## src/rtl/fetch_decode_pipe.sv

```systemverilog
// -----------------------------------------------------------------------------
// fetch_decode_pipe
//
// Purpose:
//   Front end of a classic 5-stage MIPS-style pipeline. It holds the fetch PC
//   register, the IF/ID pipeline register and the ID/EX pipeline register.
//   The hazard unit drives its stall and flush controls, and decode drives its
//   branch and jump redirects.
//
// Optional feature:
//   STALL_CNT_EN - when defined, adds the StallCnt and FlushCnt outputs. These
//                  are saturating 16-bit counters of StallD and FlushE cycles.
//
// Ports:
//   clk            sole clock; all state updates on the rising edge
//   reset          asynchronous, active-high; clears all state immediately
//   StallF         hold the PC register
//   StallD         hold IF/ID; also blocks redirects and holds the PC
//   FlushE         load a bubble into ID/EX (highest priority for that stage)
//   PCSrcD         branch taken (resolved in decode); PCBranchD is its target
//   jumpD          jump in decode (beats a branch); PCJumpD is its target
//   InstrF         instruction-memory read data for PCF
//   CtrlD          decoded control bundle (CTRL_W bits)
//   RsD/RtD/RdD    decode register fields
//   PCF            fetch PC (instruction-memory address)
//   InstrD         IF/ID contents: instruction
//   PCPlus4D       IF/ID contents: fetch PC + 4
//   ValidD         IF/ID holds a real instruction
//   CtrlE          ID/EX contents: control bundle
//   RsE/RtE/RdE    ID/EX contents: register fields
//   ValidE         ID/EX holds a real instruction
//   StallCnt       StallD cycle count (STALL_CNT_EN only)
//   FlushCnt       FlushE cycle count (STALL_CNT_EN only)
//
// Handshake:
//   There is no valid/ready flow control here. Each stage's Valid bit moves
//   down the pipe alongside its data. Stalls hold a stage, and flushes replace
//   its contents with an all-zero bubble whose Valid bit is 0.
// -----------------------------------------------------------------------------
module fetch_decode_pipe #(
  parameter logic [31:0] RESET_PC = 32'h0000_0000,
  parameter int          CTRL_W   = 10
) (
  input  logic              clk,
  input  logic              reset,
  input  logic              StallF,
  input  logic              StallD,
  input  logic              FlushE,
  input  logic              PCSrcD,
  input  logic [31:0]       PCBranchD,
  input  logic              jumpD,
  input  logic [31:0]       PCJumpD,
  input  logic [31:0]       InstrF,
  input  logic [CTRL_W-1:0] CtrlD,
  input  logic [4:0]        RsD,
  input  logic [4:0]        RtD,
  input  logic [4:0]        RdD,
  output logic [31:0]       PCF,
  output logic [31:0]       InstrD,
  output logic [31:0]       PCPlus4D,
  output logic              ValidD,
  output logic              ValidE,
  output logic [CTRL_W-1:0] CtrlE,
  output logic [4:0]        RsE,
  output logic [4:0]        RtE,
  output logic [4:0]        RdE
`ifdef STALL_CNT_EN
  ,
  output logic [15:0]       StallCnt,
  output logic [15:0]       FlushCnt
`endif
);

  // ---------------------------------------------------------------------------
  // Fetch: PC register
  // ---------------------------------------------------------------------------
  logic [31:0] pc_q, pc_d;
  logic [31:0] pc_plus4;
  logic        redirect;

  assign pc_plus4 = pc_q + 32'd4;  // wraps naturally at 2^32

  // The redirect is ignored while decode is stalled, because the branch
  // operands may not yet be forwarded. In that case the PC also holds.
  assign redirect = ~StallD & (jumpD | PCSrcD);

  always_comb begin
    pc_d = pc_q;
    if (!StallF && !StallD) begin
      if (jumpD) begin
        pc_d = PCJumpD;
      end else if (PCSrcD) begin
        pc_d = PCBranchD;
      end else begin
        pc_d = pc_plus4;
      end
    end
  end

  always_ff @(posedge clk or posedge reset) begin
    if (reset) begin
      pc_q <= RESET_PC;
    end else begin
      pc_q <= pc_d;
    end
  end

  // ---------------------------------------------------------------------------
  // IF/ID register
  // ---------------------------------------------------------------------------
  logic [31:0] ifid_instr_q, ifid_instr_d;
  logic [31:0] ifid_pc4_q,   ifid_pc4_d;
  logic        ifid_valid_q, ifid_valid_d;

  always_comb begin
    ifid_instr_d = ifid_instr_q;
    ifid_pc4_d   = ifid_pc4_q;
    ifid_valid_d = ifid_valid_q;
    if (!StallD) begin
      if (redirect) begin
        // The instruction fetched behind a taken branch/jump is squashed.
        ifid_instr_d = 32'd0;
        ifid_pc4_d   = 32'd0;
        ifid_valid_d = 1'b0;
      end else begin
        // With StallF=1 this captures the same fetch again (a duplicate).
        // The hazard unit is expected never to request that combination.
        ifid_instr_d = InstrF;
        ifid_pc4_d   = pc_plus4;
        ifid_valid_d = 1'b1;
      end
    end
  end

  always_ff @(posedge clk or posedge reset) begin
    if (reset) begin
      ifid_instr_q <= 32'd0;
      ifid_pc4_q   <= 32'd0;
      ifid_valid_q <= 1'b0;
    end else begin
      ifid_instr_q <= ifid_instr_d;
      ifid_pc4_q   <= ifid_pc4_d;
      ifid_valid_q <= ifid_valid_d;
    end
  end

  // ---------------------------------------------------------------------------
  // ID/EX register (never stalls; FlushE inserts a bubble)
  // ---------------------------------------------------------------------------
  logic [CTRL_W-1:0] idex_ctrl_q,  idex_ctrl_d;
  logic [4:0]        idex_rs_q,    idex_rs_d;
  logic [4:0]        idex_rt_q,    idex_rt_d;
  logic [4:0]        idex_rd_q,    idex_rd_d;
  logic              idex_valid_q, idex_valid_d;

  always_comb begin
    idex_ctrl_d  = CtrlD;
    idex_rs_d    = RsD;
    idex_rt_d    = RtD;
    idex_rd_d    = RdD;
    idex_valid_d = ifid_valid_q;
    if (FlushE) begin
      idex_ctrl_d  = '0;
      idex_rs_d    = 5'd0;
      idex_rt_d    = 5'd0;
      idex_rd_d    = 5'd0;
      idex_valid_d = 1'b0;
    end
  end

  always_ff @(posedge clk or posedge reset) begin
    if (reset) begin
      idex_ctrl_q  <= '0;
      idex_rs_q    <= 5'd0;
      idex_rt_q    <= 5'd0;
      idex_rd_q    <= 5'd0;
      idex_valid_q <= 1'b0;
    end else begin
      idex_ctrl_q  <= idex_ctrl_d;
      idex_rs_q    <= idex_rs_d;
      idex_rt_q    <= idex_rt_d;
      idex_rd_q    <= idex_rd_d;
      idex_valid_q <= idex_valid_d;
    end
  end

  // ---------------------------------------------------------------------------
  // Optional stall/flush event counters (saturating)
  // ---------------------------------------------------------------------------
`ifdef STALL_CNT_EN
  logic [15:0] stall_cnt_q, stall_cnt_d;
  logic [15:0] flush_cnt_q, flush_cnt_d;

  always_comb begin
    stall_cnt_d = stall_cnt_q;
    flush_cnt_d = flush_cnt_q;
    if (StallD && (stall_cnt_q != 16'hFFFF)) begin
      stall_cnt_d = stall_cnt_q + 16'd1;
    end
    if (FlushE && (flush_cnt_q != 16'hFFFF)) begin
      flush_cnt_d = flush_cnt_q + 16'd1;
    end
  end

  always_ff @(posedge clk or posedge reset) begin
    if (reset) begin
      stall_cnt_q <= 16'd0;
      flush_cnt_q <= 16'd0;
    end else begin
      stall_cnt_q <= stall_cnt_d;
      flush_cnt_q <= flush_cnt_d;
    end
  end

  assign StallCnt = stall_cnt_q;
  assign FlushCnt = flush_cnt_q;
`endif

  // ---------------------------------------------------------------------------
  // Outputs
  // ---------------------------------------------------------------------------
  assign PCF      = pc_q;
  assign InstrD   = ifid_instr_q;
  assign PCPlus4D = ifid_pc4_q;
  assign ValidD   = ifid_valid_q;
  assign CtrlE    = idex_ctrl_q;
  assign RsE      = idex_rs_q;
  assign RtE      = idex_rt_q;
  assign RdE      = idex_rd_q;
  assign ValidE   = idex_valid_q;

endmodule
```

## config.mk

```make
export PLATFORM = sky130hd
export DESIGN_NAME = fetch_decode_pipe
export DESIGN_NICKNAME = d
export VERILOG_FILES = /design/src/rtl/fetch_decode_pipe.sv
export SDC_FILE = /design/constraint.sdc
export NUM_CORES = 1
export LEC_CHECK = 0
export ABC_AREA = 1
export CORE_MARGIN = 3
export CORE_UTILIZATION = 44
export CTS_BUF_LIST = sky130_fd_sc_hd__clkbuf_2 sky130_fd_sc_hd__clkbuf_4 sky130_fd_sc_hd__clkbuf_8
export CTS_CLUSTER_DIAMETER = 40
export DETAILED_ROUTE_END_ITERATION = 16
export PLACE_DENSITY = 0.94
export SLEW_MARGIN = 30
export SYNTH_ARGS = -nofsm -noshare
export SYNTH_HDL_FRONTEND = slang
export SYNTH_SLANG_ARGS = --single-unit
```

## constraint.sdc

```tcl
create_clock -name clk -period 5.5 [get_ports clk]
set_input_delay 1.375 -clock clk [delete_from_list [all_inputs] [get_ports clk]]
set_output_delay 1.375 -clock clk [all_outputs]
set_load 0.02 [all_outputs]
```

==> summary.txt, run 1 <==
Run status
  • Status: finished, final reports clean

Route
  • Routed Antenna Nets: 0
  • Wire length per cell: 17.0 microns
  • Initial DRT Pass Iterations: 6
  • Average vias per placed instance: 5.14
  • DR iter-0 viols: 555
  • Drt drc: 0
  • Total wire length: 18.8 mm
  • DR vias: 5705

Yosys
  • EDFF count, synth: 0
  • Ys async rst share: 100%
  • Cell area after synthesis: 0.00578 sq mm
  • Area share of xor/xnor cells in the synthesized design: 2.53%
  • YS warnings: 0
  • Syn_nets: 814
  • Compound-Gate Fraction of Synth Area: 12.8%
  • Sequential area share after synthesis: 53.2%
  • Flops & latches, synth: 123
  • Mux share of post-synthesis cell area: 0%
  • Mean Syn Cell Area: 8.44 sq um
  • Main combinational cell family by area after synthesis: simple AND/OR/NAND/NOR gates
  • Adder-cell share of the synthesized area: 0.216%
  • Top post-synthesis cells by area: dfrtp_1 (53%), nand2_1 (14%), a22o_1 (6.1%), nor2_1 (5.7%), inv_1 (3.4%)
  • Post-Synth Simple-Gate Area: 25.1%
  • Syn Inst Count: 685
  • Yosys top cell by area: dfrtp_1
  • Top-area cell type share of the netlist area: 53.2%
  • Netlist cell types: 25
  • Main synth FF type: dfrtp_1

Setup path
  • Max FO, Critical Path: 34
  • Slowest cell on the critical path: clkinv_1
  • CP cell instances: clkdlybuf4s50_1, buf_4, clkinv_1, nand2_1, o211ai_1, o22a_1
  • Startpoint types: primary input
  • CP arrival: 3.67 ns
  • Crit path max-delay family: buffers and inverters
  • WS Path Type: primary input to register
  • WP depth: 6
  • Worst-case reg-to-reg path depth: 8
  • CP bufs+invs: 3
  • CP Capture Type: register
  • Worst Path Required: 5.81 ns
  • CP max stage delay: 0.84 ns

Floorplanning
  • Initial core utilization: 45.5%
  • DIE WIDTH: 121 microns
  • Die H: 121 microns
  • Core box area: 0.0127 sq mm
  • Row count: 41
  • IO Pins: 251
  • Die area: 0.0146 sq mm

Placed design
  • Port buffer count: 250
  • GPL Wtd Cong: 0.924
  • Post-DP HPWL: 14.1 mm
  • Post-place setup slack: 1.85 ns

Clock tree
  • H-tree depth: 4
  • CTS sink count: 123
  • Worst skew pair latency: 0.43 ns
  • CTS Buf Count: 17
  • CTS tree: yes
  • Clk buf depth: 2
  • Root Driver: clkbuf_8
  • Post-cts resize count: 0
  • Post-CTS Setup Bufs: 0
  • CTS clk-pin slew, worst paths: 0.08 ns
  • Post-CTS Hold Buffers: 0

Power and ir drop
  • VDD IR max: 140 uV
  • PwrDens: 287 mW/mm^2
  • Final Power: 2.53 mW
  • Pleak: 4.07 nW

Hold path
  • Worst Hold Path Cells: 2
  • Worst hold-check path type: register to register

Timing
  • Final Critical Period: 3.36 ns
  • Tcrit/Tclk final: 61.0%
  • Final Max Slew Viols: 0
  • Rel. slew slack: 36.5%
  • RSZ-0062 raised after global routing: no
  • Final setup margin: 2.14 ns
  • Max Clock Freq: 0.298 GHz
  • Final hold vios: 0
  • Final Setup Violations: 0
  • Clk_skew: 0.00902 ns
  • Setup TNS: 0 ns
  • Worst Tran Pin Value: 0.947 ns

GRT
  • Pin count of the biggest net entering global routing: 45
  • GR Util met1: 30.0%
  • Total gr overflow: 0
  • GRT Util Overall: 25.8%
  • Routing usage on met3: 9.03%
  • Global-route wire length before repair: 29.1 mm
  • Routing usage on met2: 44.7%
  • GR peak layer: met2
  • Initial antenna violation count: 0
  • Number of global-route vias before repair: 5603

Cells and area
  • Post-layout nets: 1054
  • Number of antenna diodes: 0
  • Area Growth Syn to Fin: 52.4%
  • Share of post-route cells with drive strength above 1: 6.61%

Run
  • Max Cap Viol: 0
worst min-delay path: stages (launching register included):
cell	delay [ns]
dfrtp_1	0.35
nand2_1	0.05
nand2_1	0.06
registers in the layout, summed over array words and instances (netlist names):
signal    count
InstrD       32
PCF          32
PCPlus4D     32
CtrlE        10
RdE           5
RsE           5
RtE           5
ValidD        1
ValidE        1
area by class of cell:
class,instances,area (sq um)
inverters,53,201
well taps,172,215
multi-input cells,472,2370
flip-flops and latches,123,3080
clock buffers,18,248
repair buffers,258,2560
fillers,975,3910
clock inverters,14,149
metal layers:
layer  vias to the layer above  wire [microns]
met3                        34            1700
li1                       2685               -
met4                         0             357
met2                       280            9500
met1                      2706            7290
met5                         -               0
placed cells by master, fill, tap and decap left out, drive strengths merged, types with 2 or more instances in the layout:
master and n:
a41oi 4, nand2 229, xnor2 4, a22oi 2, buf 9, o22a 2
bufinv 2, nor2 98, inv 52, nand3b 6, a31oi 26, nand3 15
clkinv 12, dfrtp 123, and2 3, clkbuf 18, o21ai 8, o211ai 2
xor2 11, a22o 40, clkdlybuf4s50 249, a21oi 21
cell families (layout without fill, tap and decap cells):
group,count (synthesis),in the layout
adder cells (fa/ha/maj),1,1
flip-flops,123,123
AND/OR/NAND/NOR,351,351
XOR/XNOR,15,15
AO/OA/AOI/OAI,105,105
buffers and inverters,90,343
through the flow:
stage / instances / hold WS (ns) / instance area (sq um) / util [%]
finish: 1110 / 0.489 / 8810 / 69.3
detailed placement: 1078 / 0.473 / 8420 / 66.2
global placement: 1078 / 0.465 / 8420 / 66.2
CTS: 1110 / 0.493 / 8810 / 69.3
global route: 1110 / 0.517 / 8810 / 69.3
floorplan: 685 / 0.591 / 5780 / -
final timing paths:
| check | end | slack, ns | from |
|---|---|---|---|
| setup / recovery | PCF[7] | 2.14 | jumpD |
| hold / removal | PCPlus4D[21] | 0.49 | PCPlus4D[21] |
| setup reg to reg | PCF[14] | 3.72 | PCF[3] |
| hold reg to reg | PCPlus4D[21] | 0.49 | PCPlus4D[21] |
| max in group asynchronous | InstrD[4] | 3.21 | reset |
| min in group asynchronous | PCF[1] | 1.37 | reset |
power by group:
part	switching [mW]	total (mW)	internal, mW	leakage, nW
registers	0.0842	1.07	0.986	1.57
clock network	0.378	0.793	0.415	0.202
logic	0.355	0.670	0.315	2.30
total	0.817	2.53	1.72	4.07
Yosys cell counts (4+ instances only):
| library cell | instances |
|---|---|
| inv_1 | 53 |
| buf_2 | 13 |
| a21oi_1 | 21 |
| a22o_1 | 40 |
| o21ai_0 | 8 |
| dfrtp_1 | 123 |
| clkbuf_1 | 24 |
| a31oi_1 | 26 |
| nor2_1 | 88 |
| nand2_2 | 4 |
| nand3_1 | 15 |
| xnor2_1 | 4 |
| nor2_4 | 7 |
| a41oi_1 | 4 |
| nand3b_1 | 6 |
| nand2_1 | 223 |
| xor2_1 | 9 |
Power figures use the tool's default switching activity.
==> run 2: changes to the inputs <==
--- a/config.mk
+++ b/config.mk
@@ -7,11 +7,11 @@
 export LEC_CHECK = 0
 export ABC_AREA = 1
 export CORE_MARGIN = 3
-export CORE_UTILIZATION = 44
+export CORE_UTILIZATION = 40
 export CTS_BUF_LIST = sky130_fd_sc_hd__clkbuf_2 sky130_fd_sc_hd__clkbuf_4 sky130_fd_sc_hd__clkbuf_8
 export CTS_CLUSTER_DIAMETER = 40
 export DETAILED_ROUTE_END_ITERATION = 16
-export PLACE_DENSITY = 0.94
+export PLACE_DENSITY = 0.91
 export SLEW_MARGIN = 30
 export SYNTH_ARGS = -nofsm -noshare
 export SYNTH_HDL_FRONTEND = slang
==> constraint.sdc (replaced) <==
create_clock -name clk -period 2.8 [get_ports clk]
set_input_delay 0.7 -clock clk [delete_from_list [all_inputs] [get_ports clk]]
set_output_delay 0.7 -clock clk [all_outputs]
set_load 0.02 [all_outputs]
==> run 2 against run 1 <==
Critical path type is now register to output port. Cell count is 1.4% higher. First-iteration DRC count is 30% lower. Non-clock buffer count grew 7. Largest cell class unchanged. Total power rose by 110%. Sequential share of layout area decreased by 0.57 points. Design area rose by 1.7%. Sequential power grew 97%. Routed wire length shrank 2.2%. Critical path depth decreased by 5. Utilization is 5.2 points lower. Largest power group unchanged. Clock skew is 0.0019 ns lower.
==> summary.txt, run 2 (synthesis gave the netlist of run 1 again) <==
Run status
  • Status: finished, final reports clean (unchanged)

Power and ir drop
  • VDD IR max: 304 uV (was 140 uV)
  • PwrDens: 581 mW/mm^2 (was 287 mW/mm^2)
  • Seq pwr share: 40.5% (was 42.2%)
  • Final Power: 5.21 mW (was 2.53 mW)
  • Pleak: 4.14 nW (was 4.07 nW)
  • Power share of the clock group: 34.2% (was 31.3%)
  • Sw Share: 30.4% (was 32.2%)
  • Internal power: 3.63 mW (was 1.72 mW)
  • P_sw: 1.58 mW (was 817 uW)
  • Comb power frac: 25.3% (was 26.4%)

Clock tree
  • CTS sink count: 123 (unchanged)
  • Clk buf depth: 2 (unchanged)
  • H-tree depth: 4 (unchanged)
  • CTS tree: yes (unchanged)
  • Post-CTS Hold Buffers: 0 (unchanged)
  • Worst skew pair latency: 0.44 ns (was 0.43 ns)
  • CTS Buf Count: 17 (unchanged)
  • Post-CTS Setup Bufs: 0 (unchanged)
  • CTS clk-pin slew, worst paths: 0.07 ns (was 0.08 ns)
  • Root Driver: clkbuf_8 (unchanged)
  • Post-cts resize count: 0 (unchanged)

Route
  • DR vias: 5646 (was 5705)
  • Wire length per cell: 16.4 microns (was 17.0 microns)
  • Initial DRT Pass Iterations: 5 (was 6)
  • Routed Antenna Nets: 0 (unchanged)
  • Average vias per placed instance: 5.02 (was 5.14)
  • DR iter-0 viols: 391 (was 555)
  • Total wire length: 18.4 mm (was 18.8 mm)
  • Drt drc: 0 (unchanged)

Timing
  • Final hold vios: 0 (unchanged)
  • Max Clock Freq: 0.429 GHz
  • Clk_skew: 0.00711 ns (was 0.00902 ns)
  • RSZ-0062 raised after global routing: no (unchanged)
  • Final Setup Violations: 0 (unchanged)
  • Final Max Slew Viols: 0 (unchanged)
  • Tcrit/Tclk final: 83.3%
  • Final setup margin: 0.468 ns (was 2.14 ns)
  • Final Critical Period: 2.33 ns
  • Rel. slew slack: 62.0% (was 36.5%)
  • Setup TNS: 0 ns (unchanged)
  • Worst Tran Pin Value: 0.571 ns (was 0.947 ns)

Setup path
  • Worst Path Required: 2.10 ns (was 5.81 ns)
  • CP max stage delay: 0.67 ns (was 0.84 ns)
  • WP depth: 1 (was 6)
  • CP bufs+invs: 1 (was 3)
  • Slowest cell on the critical path: clkdlybuf4s50_1 (was clkinv_1)
  • Worst-case reg-to-reg path depth: 8 (unchanged)
  • CP arrival: 1.63 ns (was 3.67 ns)
  • WS Path Type: register to output port (was primary input to register)
  • CP cell instances: clkdlybuf4s50_1 (was clkdlybuf4s50_1, buf_4, clkinv_1, nand2_1, o211ai_1, o22a_1)
  • Max FO, Critical Path: 7 (was 34)
  • Startpoint types: register (was primary input)
  • CP Capture Type: output port (was register)
  • Crit path max-delay family: buffers and inverters (unchanged)

Floorplanning
  • Die area: 0.0159 sq mm (was 0.0146 sq mm)
  • Die H: 126 microns (was 121 microns)
  • Core box area: 0.0140 sq mm (was 0.0127 sq mm)
  • Row count: 43 (was 41)
  • DIE WIDTH: 126 microns (was 121 microns)
  • Initial core utilization: 41.3% (was 45.5%)
  • IO Pins: 251 (unchanged)

Cells and area
  • Most common cell after layout, fill and taps aside: clkdlybuf4s50_1 (unchanged)
  • Most frequent cells in the layout: clkdlybuf4s50_1 (249), nand2_1 (223), dfrtp_1 (123) (unchanged)
  • Area Growth Syn to Fin: 55.0% (was 52.4%)
  • Fill count: 1129 (was 975)
  • Post-layout nets: 1061 (was 1054)
  • Non-Filler Instances: 1125 (was 1110)
  • Share of post-route cells with drive strength above 1: 7.30% (was 6.61%)
  • Number of antenna diodes: 0 (unchanged)

Placed design
  • GPL Wtd Cong: 0.911 (was 0.924)
  • Post-DP HPWL: 13.9 mm (was 14.1 mm)
  • Dpl cells: 1093 (was 1078)
  • Port buffer count: 250 (unchanged)
  • Post-place setup slack: 0.485 ns (was 1.85 ns)

GRT
  • GRT Util Overall: 23.4% (was 25.8%)
  • Pin count of the biggest net entering global routing: 76 (was 45)
  • Total gr overflow: 0 (unchanged)
  • Number of global-route vias before repair: 5775 (was 5603)
  • Global-route wire length before repair: 29.8 mm (was 29.1 mm)
  • Initial antenna violation count: 1 (was 0)

Run
  • Max Cap Viol: 0 (unchanged)

Hold path
  • Worst Hold Path Cells: 2 (unchanged)
  • Worst hold-check path type: register to register (unchanged)
## run 2: changes by cell type in the layout (fill, tap and decap cells not counted), sizes merged
| cell | change |
|---|---|
| buf | +7 |
| clkinv | -7 |
| bufinv | +2 |
| clkbuf | +4 |
| clkinvlp | +1 |
## run 2: worst paths after layout
path                         startpoint      endpoint  slack [ns]
max in group asynchronous         reset        RsE[0]        1.59
min in group asynchronous         reset   PCPlus4D[4]        0.71
min reg2reg                PCPlus4D[13]  PCPlus4D[13]        0.48
max reg2reg                      PCF[3]       PCF[14]        1.05
max                              PCF[4]        PCF[4]        0.47
min                        PCPlus4D[13]  PCPlus4D[13]        0.48
## run 2: layer usage
metal	part of all wire, %	track usage, %	up-vias
li1	-	-	2691
met1	41	28.7	2685
met2	51	40.0	238
met3	7.1	6.62	30
met4	1.5	7.63	2
met5	0.070	0	-
## run 2: area by class of cell
| type | count | area, sq um | share of cell area [%] |
|---|---|---|---|
| multi-input cells | 472 | 2370 | 26.4 |
| clock buffers | 22 | 290 | 3.24 |
| repair buffers | 265 | 2640 | 29.4 |
| well taps | 180 | 225 | 2.51 |
| inverters | 53 | 203 | 2.26 |
| clock inverters | 10 | 164 | 1.83 |
| flip-flops and latches | 123 | 3080 | 34.3 |
## run 2: through the flow
stage	hold slack, ns	util [%]	area, sq um
CTS	0.487	64.1	8960
global route	0.520	64.1	8960
finish	0.484	64.1	8960
detailed placement	0.469	60.8	8510
global placement	0.467	60.8	8510
floorplan	0.591	-	5790
## run 2: power groups by stage
stage	sequential, mW	clock [mW]	combinational, mW
final	2.11	1.78	1.32
after global routing	2.13	1.89	1.43
after floorplan	2.30	0	0.463
after global placement	2.13	0	1.30
after detailed placement	2.14	0	1.32
after CTS	2.11	1.80	1.33
## run 2: worst reg2reg max path: stages (launching register included)
cell and delay [ns]:
dfrtp_1 0.44, ha_1 0.26, nand2_2 0.09, nor2_4 0.16, nand2_4 0.09, nor2_2 0.18
xor2_1 0.22, nand2_1 0.08, a21oi_1 0.16
==> run 3: changes to the inputs <==
==> constraint.sdc (replaced) <==
create_clock -name clk -period 1.9 [get_ports clk]
set_input_delay 0.475 -clock clk [delete_from_list [all_inputs] [get_ports clk]]
set_output_delay 0.475 -clock clk [all_outputs]
set_load 0.02 [all_outputs]
==> run 3 against run 2 <==
Design area is essentially flat. Largest cell class unchanged. Sequential share of layout area hardly changed. Sequential cell count did not move. Critical path type unchanged. Highest routed layer is now met4. Critical endpoint is now CtrlE[3].
==> summary.txt, run 3 (synthesis gave the netlist of run 1 again) <==
Clock tree
  • Post-CTS Setup Bufs: 0 (unchanged)
  • Worst skew pair latency: 0.44 ns (about the same)
  • Root Driver: clkbuf_8 (unchanged)
  • H-tree depth: 4 (unchanged)
  • CTS clk-pin slew, worst paths: 0.08 ns (was 0.07 ns)
  • Post-CTS Hold Buffers: 0 (unchanged)
  • CTS Buf Count: 17 (unchanged)
  • CTS tree: yes (unchanged)
  • Clk buf depth: 2 (unchanged)
  • CTS sink count: 123 (unchanged)
  • Post-cts resize count: 89 (was 0)

Cells and area
  • Number of antenna diodes: 0 (unchanged)
  • Most frequent cells in the layout: nand2_1 (223), clkdlybuf4s50_1 (141), dfrtp_1 (123) (was clkdlybuf4s50_1 (249), nand2_1 (223), dfrtp_1 (123))
  • Non-Filler Instances: 1135 (was 1125)
  • Post-layout nets: 1071 (was 1061)
  • Multi-input gate area: 0.00237 sq mm (unchanged)
  • Area Growth Syn to Fin: 54.8% (was 55.0%)
  • Most common cell after layout, fill and taps aside: nand2_1 (was clkdlybuf4s50_1)
  • Fill count: 1154 (was 1129)
  • Register area: 0.00308 sq mm (unchanged)
  • Share of post-route cells with drive strength above 1: 8.27% (was 7.30%)

Power and ir drop
  • PwrDens: 793 mW/mm^2 (was 581 mW/mm^2)
  • VDD IR max: 421 uV (was 304 uV)
  • Final Power: 7.10 mW (was 5.21 mW)
  • Pleak: 4.70 nW (was 4.14 nW)

Hold path
  • Worst hold-check path type: primary input to async pin (was register to register)

Setup path
  • Startpoint types: register (unchanged)
  • WP depth: 1 (unchanged)
  • CP bufs+invs: 1 (unchanged)
  • Max FO, Critical Path: 1 (was 7)
  • Reg-to-reg endpoint: PCF[30] (was PCF[14])
  • CP arrival: 1.37 ns (was 1.63 ns)
  • CP max stage delay: 0.60 ns (was 0.67 ns)
  • Slowest cell on the critical path: clkdlybuf4s50_1 (unchanged)
  • Crit path to: CtrlE[3] (was PCF[4])
  • R2r setup slk: 0.16 ns (was 1.05 ns)
  • CP cell instances: clkdlybuf4s50_1 (unchanged)
  • Crit path from: CtrlE[3] (was PCF[4])
  • Worst-case reg-to-reg path depth: 9 (was 8)
  • WS Path Type: register to output port (unchanged)
  • Crit path max-delay family: buffers and inverters (unchanged)
  • Worst R2R Start: PCF[3] (unchanged)
  • Worst Path Required: 1.42 ns (was 2.10 ns)
  • CP Capture Type: output port (unchanged)

Route
  • Average vias per placed instance: 5.01 (was 5.02)
  • DR vias: 5686 (was 5646)
  • Total wire length: 18.7 mm (was 18.4 mm)
  • Wire length per cell: 16.5 microns (was 16.4 microns)
  • Initial DRT Pass Iterations: 5 (unchanged)
  • DR iter-0 viols: 353 (was 391)
  • Drt drc: 0 (unchanged)
  • Routed Antenna Nets: 0 (unchanged)

Timing
  • Final hold vios: 0 (unchanged)
  • Final Setup Violations: 0 (unchanged)
  • Worst Tran Pin Value: 0.317 ns (was 0.571 ns)
  • Rel. slew slack: 78.8% (was 62.0%)
  • RSZ-0062 raised after global routing: no (unchanged)
  • Final setup margin: 0.0527 ns (was 0.468 ns)
  • Tcrit/Tclk final: 97.2%
  • Final Max Slew Viols: 0 (unchanged)
  • Clk_skew: 0.0102 ns (was 0.00711 ns)
  • Final Critical Period: 1.85 ns
  • Max Clock Freq: 0.541 GHz

GRT
  • Number of global-route vias before repair: 5876 (was 5775)
  • Initial antenna violation count: 0 (was 1)
  • Global-route wire length before repair: 30.2 mm (was 29.8 mm)
  • Total gr overflow: 0 (unchanged)
  • GRT Util Overall: 23.7% (was 23.4%)
  • Pin count of the biggest net entering global routing: 50 (was 76)

Floorplanning
  • IO Pins: 251 (unchanged)
  • Initial core utilization: 41.3% (unchanged)
  • DIE WIDTH: 126 microns (unchanged)
  • Die H: 126 microns (unchanged)
  • Core box area: 0.0140 sq mm (unchanged)
  • Row count: 43 (unchanged)
  • Die area: 0.0159 sq mm (unchanged)

Placed design
  • GPL Wtd Cong: 0.909 (was 0.911)
  • Dpl cells: 1103 (was 1093)
  • Post-place setup slack: -0.0531 ns (was 0.485 ns)
  • Post-DP HPWL: 14.1 mm (was 13.9 mm)
  • Port buffer count: 250 (unchanged)

Run
  • Max Cap Viol: 0 (unchanged)

Run status
  • Status: finished, final reports clean (unchanged)
## run 3: worst min path at each step
stage	to	slack (ns)	cells after the start
2_1_floorplan	CtrlE[0]	0.58	2
3_3_place_gp	PCPlus4D[13]	0.46	2
3_5_place_dp	PCPlus4D[14]	0.47	2
4_1_cts	PCPlus4D[4]	0.33	2
5_1_grt	PCPlus4D[4]	0.34	2
6_report	PCPlus4D[4]	0.35	2
## run 3: worst register-to-register path, stage by stage (launching register included)
cell and delay, ns:
dfrtp_1 0.44, ha_1 0.27, nand2_2 0.09, nor2_4 0.16, nand2_4 0.10, nor2_2 0.18, nand3_1 0.10, nand2_1 0.11
nand2_1 0.07, a21oi_1 0.15
## run 3: power by group
group	leakage, nW	total (mW)	switching (mW)	internal, mW
Clock	0.181	2.17	1.10	1.07
Combinational	2.96	1.84	1.03	0.808
Sequential	1.57	3.09	0.236	2.85
## run 3: routing by layer
layer	vias up	share of wire [%]	global-route usage [%]
li1	2720	-	-
met1	2685	41	29.3
met2	238	49	39.7
met3	43	7.3	6.45
met4	0	2.7	8.96
met5	-	0	0
## run 3: stage by stage
stage                     setup TNS, ns  area [sq um]  hold slack, ns  utilization (%)
after CTS                             0          8900           0.328             63.7
after global placement                0          8640           0.463             61.8
final                                 0          8950           0.347             64.0
after detailed placement          -1.34          8640           0.470             61.8
after floorplan                  -10.62          5790           0.576                -
after global routing                  0          8950           0.342             64.0
## run 3: cell type report
type / count / share of cell area (%)
tap: 180 / 2.52
sequential: 123 / 34.4
clock inverter: 14 / 1.38
multi-input combinational: 472 / 26.4
clock buffer: 18 / 2.77
timing repair buffer: 275 / 30.3
inverter: 53 / 2.26
==> RTL change 1: new RTL, flow settings as in run 2 <==
Set the parameter `CTRL_W` to 5 (it was 10).
--- a/src/rtl/fetch_decode_pipe.sv
+++ b/src/rtl/fetch_decode_pipe.sv
@@ -39,7 +39,7 @@
 // -----------------------------------------------------------------------------
 module fetch_decode_pipe #(
   parameter logic [31:0] RESET_PC = 32'h0000_0000,
-  parameter int          CTRL_W   = 10
+  parameter int          CTRL_W   = 5
 ) (
   input  logic              clk,
   input  logic              reset,
Interface: changed (resized CtrlD and CtrlE); port bits go from 251 to 241. The function was not compared with the original's and may differ.
==> RTL change 1 against run 2 <==
- sequential cell count fell by 5
- non-clock buffer count fell by 9
- synthesized area fell by 2.7%
- highest routed layer is now met4
- setup slack improved by 0.041 ns
- largest power group unchanged
- total power fell by 4.2%
- final area fell by 3.0%
- first-iteration DRC count rose by 18%
- maximum frequency rose by 1.8%
- largest cell class unchanged
- wire length fell by 1.7%
==> RTL change 1: results (changes against run 2) <==
==============================================================================
Tightest hold margin ............................................    0.4781 ns   -0.006076 ns
Maximum ir drop on the vdd rail .................................    0.4560 mV   +50%
Post-synthesis share of cell area spent on xor and xnor gates ...      0.02601   +0.0006978
Drt total wl ....................................................     18130 um   -1.7%
Fraction of the yosys area taken by sequential cells ............       0.5247   -0.007559
Layout cells sized above 1 ......................................      0.07826   +0.005245
Final net count .................................................         1031   -2.8%
Wire length of the first global-routing pass ....................     29260 um   -1.7%
Worst hold endpoint ............................................. PCPlus4D[21]
Post-synth net total ............................................          792   -2.7%
Overall routing resource usage ..................................       0.2353   +0.001159
Number of inserted filler cells in the final layout .............         1076   -4.7%
Reg-to-reg endpoint .............................................      PCF[28]
Dpl hpwl ........................................................     13630 um   -1.8%
Synthesized area divided by synthesized cell count ..............    8.425 um2   -0.21%
Number of different library cells in the post-synthesis netlist .           24   -4.0%
Non-filler instance count after layout ..........................         1096   -2.6%
Initial antenna violation count .................................            0   -1
Maximum number of pins on one net before global-route repair ....           68   -11%
Leakage component of the power ..................................     3.992 nW   -3.6%
Complex-gate fraction of the synthesized area ...................       0.1312   +0.003086
Cell count after placement ......................................         1064   -2.7%
Post-Synth Adder-Cell Area ......................................     0.002223   +0.00005964
Leading post-synthesis cells by instance count .................. nand2_1, dfrtp_1, nor2_1, inv_1, a22o_1
Run status ......................................................    completed
Most area-consuming cells after synthesis ....................... dfrtp_1, nand2_1, a22o_1
R2R depth .......................................................            9   +1
Headroom to the max-slew limit ..................................       0.5061   -0.1135
Critical hold path startpoint ................................... PCPlus4D[21]
==============================================================================
==> RTL change 1: kinds of logic after synthesis <==
kind of cell,Yosys count
XOR/XNOR,15
adder cells (fa/ha/maj),1
flip-flops,118
AND/OR/NAND/NOR,347
buffers and inverters,82
AO/OA/AOI/OAI,105
==> RTL change 1: per-layer routing <==
metal  vias up  global-route usage  share of wire
li1       2642                   -              -
met1      2639              0.2975           0.42
met2       251              0.3950           0.49
met3        32             0.06518          0.072
met4         0             0.06899          0.018
met5         -                   0              0
==> RTL change 1: power breakdown <==
part	switching, mW	leakage (nW)	internal, mW
Combinational	0.679	2.28	0.620
Sequential	0.169	1.50	1.86
Clock	0.727	0.212	0.936
==> RTL change 1: worst max path at each step <==
stage	endpoint	slack, ns	cells after the start	from
after floorplan	CtrlE[0]	0.66	1	reset
after global placement	PCF[5]	0.55	5	jumpD
after detailed placement	PCF[5]	0.49	5	jumpD
after CTS	PCF[18]	0.47	1	PCF[18]
after global routing	PCF[4]	0.43	1	PCF[4]
final	PCF[18]	0.51	1	PCF[18]
==> RTL change 1: cell type report <==
class                   count  share of cell area
repair buffers            256              0.2941
clock inverters            12             0.01743
multi-input cells         468              0.2720
inverters                  46             0.02031
well taps                 176             0.02535
clock buffers              20             0.03096
flip-flops and latches    118              0.3399
==> RTL change 2: new RTL, settings of run 2 <==
Made on the original files. Take the reset off `ifid_instr_q` and load it in a clocked block of its own.
--- a/src/rtl/fetch_decode_pipe.sv
+++ b/src/rtl/fetch_decode_pipe.sv
@@ -134,14 +134,16 @@
 
   always_ff @(posedge clk or posedge reset) begin
     if (reset) begin
-      ifid_instr_q <= 32'd0;
       ifid_pc4_q   <= 32'd0;
       ifid_valid_q <= 1'b0;
     end else begin
-      ifid_instr_q <= ifid_instr_d;
       ifid_pc4_q   <= ifid_pc4_d;
       ifid_valid_q <= ifid_valid_d;
     end
+  end
+
+  always_ff @(posedge clk) begin
+    ifid_instr_q <= ifid_instr_d;
   end
 
   // ---------------------------------------------------------------------------
Check against the original RTL: not equivalent (Yosys sat finds a counterexample within 4 cycles, from zero or initial values and one cycle with reset high).
==> RTL change 2 against run 2 <==
- wire length rose by 4.2%
- critical endpoint is now PCF[15]
- critical path depth stayed put
- final area increased by 1.7%
- synthesized area is 1.9% higher
- maximum frequency decreased by 0.64%
- highest routed layer unchanged
- total power rose by 3.8%
- sequential cell count unchanged
- register-to-register slack worse by 0.05 ns
- setup slack worse by 0.015 ns
- largest power group unchanged
- die area increased by 1.8%
- combinational power up 4%
- final cell count is 3.2% higher
==> RTL change 2: results (changes against run 2) <==
===========================================================================
Vertical die dimension .......................................     127.4 um   +0.91%
Run status ...................................................    completed
Reported clock group power ...................................      1.84 mW   +3%
Leakage component of the power ...............................     4.166 nW   +0.59%
Final net count ..............................................         1097   +3.4%
Drt total wl .................................................     19210 um   +4.2%
Comb_multi_in ................................................          477   +1.1%
Maximum number of pins on one net before global-route repair .           92   +21%
Finished Core Util ...........................................       0.6440   +0.003392
Slew at the pin closest to its max-slew limit ................    0.4861 ns   -0.08459 ns
Worst hold endpoint .......................................... PCPlus4D[22]
Post-DP Area ................................................. 0.008648 mm2   +1.7%
NetSw ........................................................     1.651 mW   +4.4%
Maximum clock skew at final layout ...........................   0.01277 ns   +0.005668 ns
Tightest hold margin .........................................    0.4839 ns   -0.0002700 ns
Inverters, non-clock .........................................           84   +58%
Reg-to-reg endpoint ..........................................      PCF[16]
Post-synth EDFFs .............................................           32   +32
Fraction of the yosys area taken by sequential cells .........       0.5494   +0.01712
Leading post-synthesis cells by instance count ............... nand2_1, nor2_1, dfrtp_1, inv_1, edfxtp_1
Number of inserted filler cells in the final layout ..........         1114   -1.3%
Wire length of the first global-routing pass .................     29370 um   -1.3%
Layout cells sized above 1 ...................................      0.07238   -0.0006407
Most area-consuming cells after synthesis .................... dfrtp_1, edfxtp_1, nand2_1
Synth async-reset ratio ......................................       0.7398   -0.2602
Post-synth net total .........................................          846   +3.9%
Maximum ir drop on the vdd rail ..............................    0.2564 mV   -16%
Worst setup slack for register-to-register paths .............      1.00 ns   -0.05 ns
Routability cong. ............................................       0.9513   +4.4%
Area taken by multi-input logic gates ........................ 0.002218 mm2   -6.2%
Power of the sequential group ................................      2.19 mW   +4%
Biggest cell delay along the critical path ...................      0.69 ns   +0.02 ns
Overall routing resource usage ...............................       0.2328   -0.001321
Crit path from ...............................................      PCF[15]
Complex-gate fraction of the synthesized area ................      0.07599   -0.05209
Critical path peak fanout ....................................            5   -2
Share of final layout cell area taken by non-clock buffers ...       0.2905   -0.003513
Count of clock-net buffers in the final layout ...............           18   -18%
===========================================================================
-- RTL change 2: changes by cell type after synthesis, moves of 2 or more --
cell / before / now
a21oi_1: 21 / 24
a22o_1: 40 / 8
a31oi_1: 26 / 28
buf_2: 13 / 9
dfrtp_1: 123 / 91
edfxtp_1: 0 / 32
inv_1: 53 / 84
nand2_1: 223 / 229
nor2_1: 88 / 120
o211ai_1: 2 / 0
o21ai_0: 8 / 5
o22a_1: 2 / 0
xnor2_1: 4 / 6
xor2_1: 9 / 7
-- RTL change 2: per-stage QoR --
step / setup slack [ns] / instances
6_report: 0.4527 / 1161
5_1_grt: 0.4071 / 1161
4_1_cts: 0.4176 / 1161
3_5_place_dp: 0.5652 / 1129
3_3_place_gp: 0.5917 / 1129
2_1_floorplan: 0.6657 / 717
-- RTL change 2: metal layers --
layer  wire length, um  track usage  up-vias
li1                  -            -     2746
met1              7291       0.2728     2674
met2              9575       0.3998      304
met3              1828      0.07400       52
met4               505      0.08644        2
met5                11            0        -
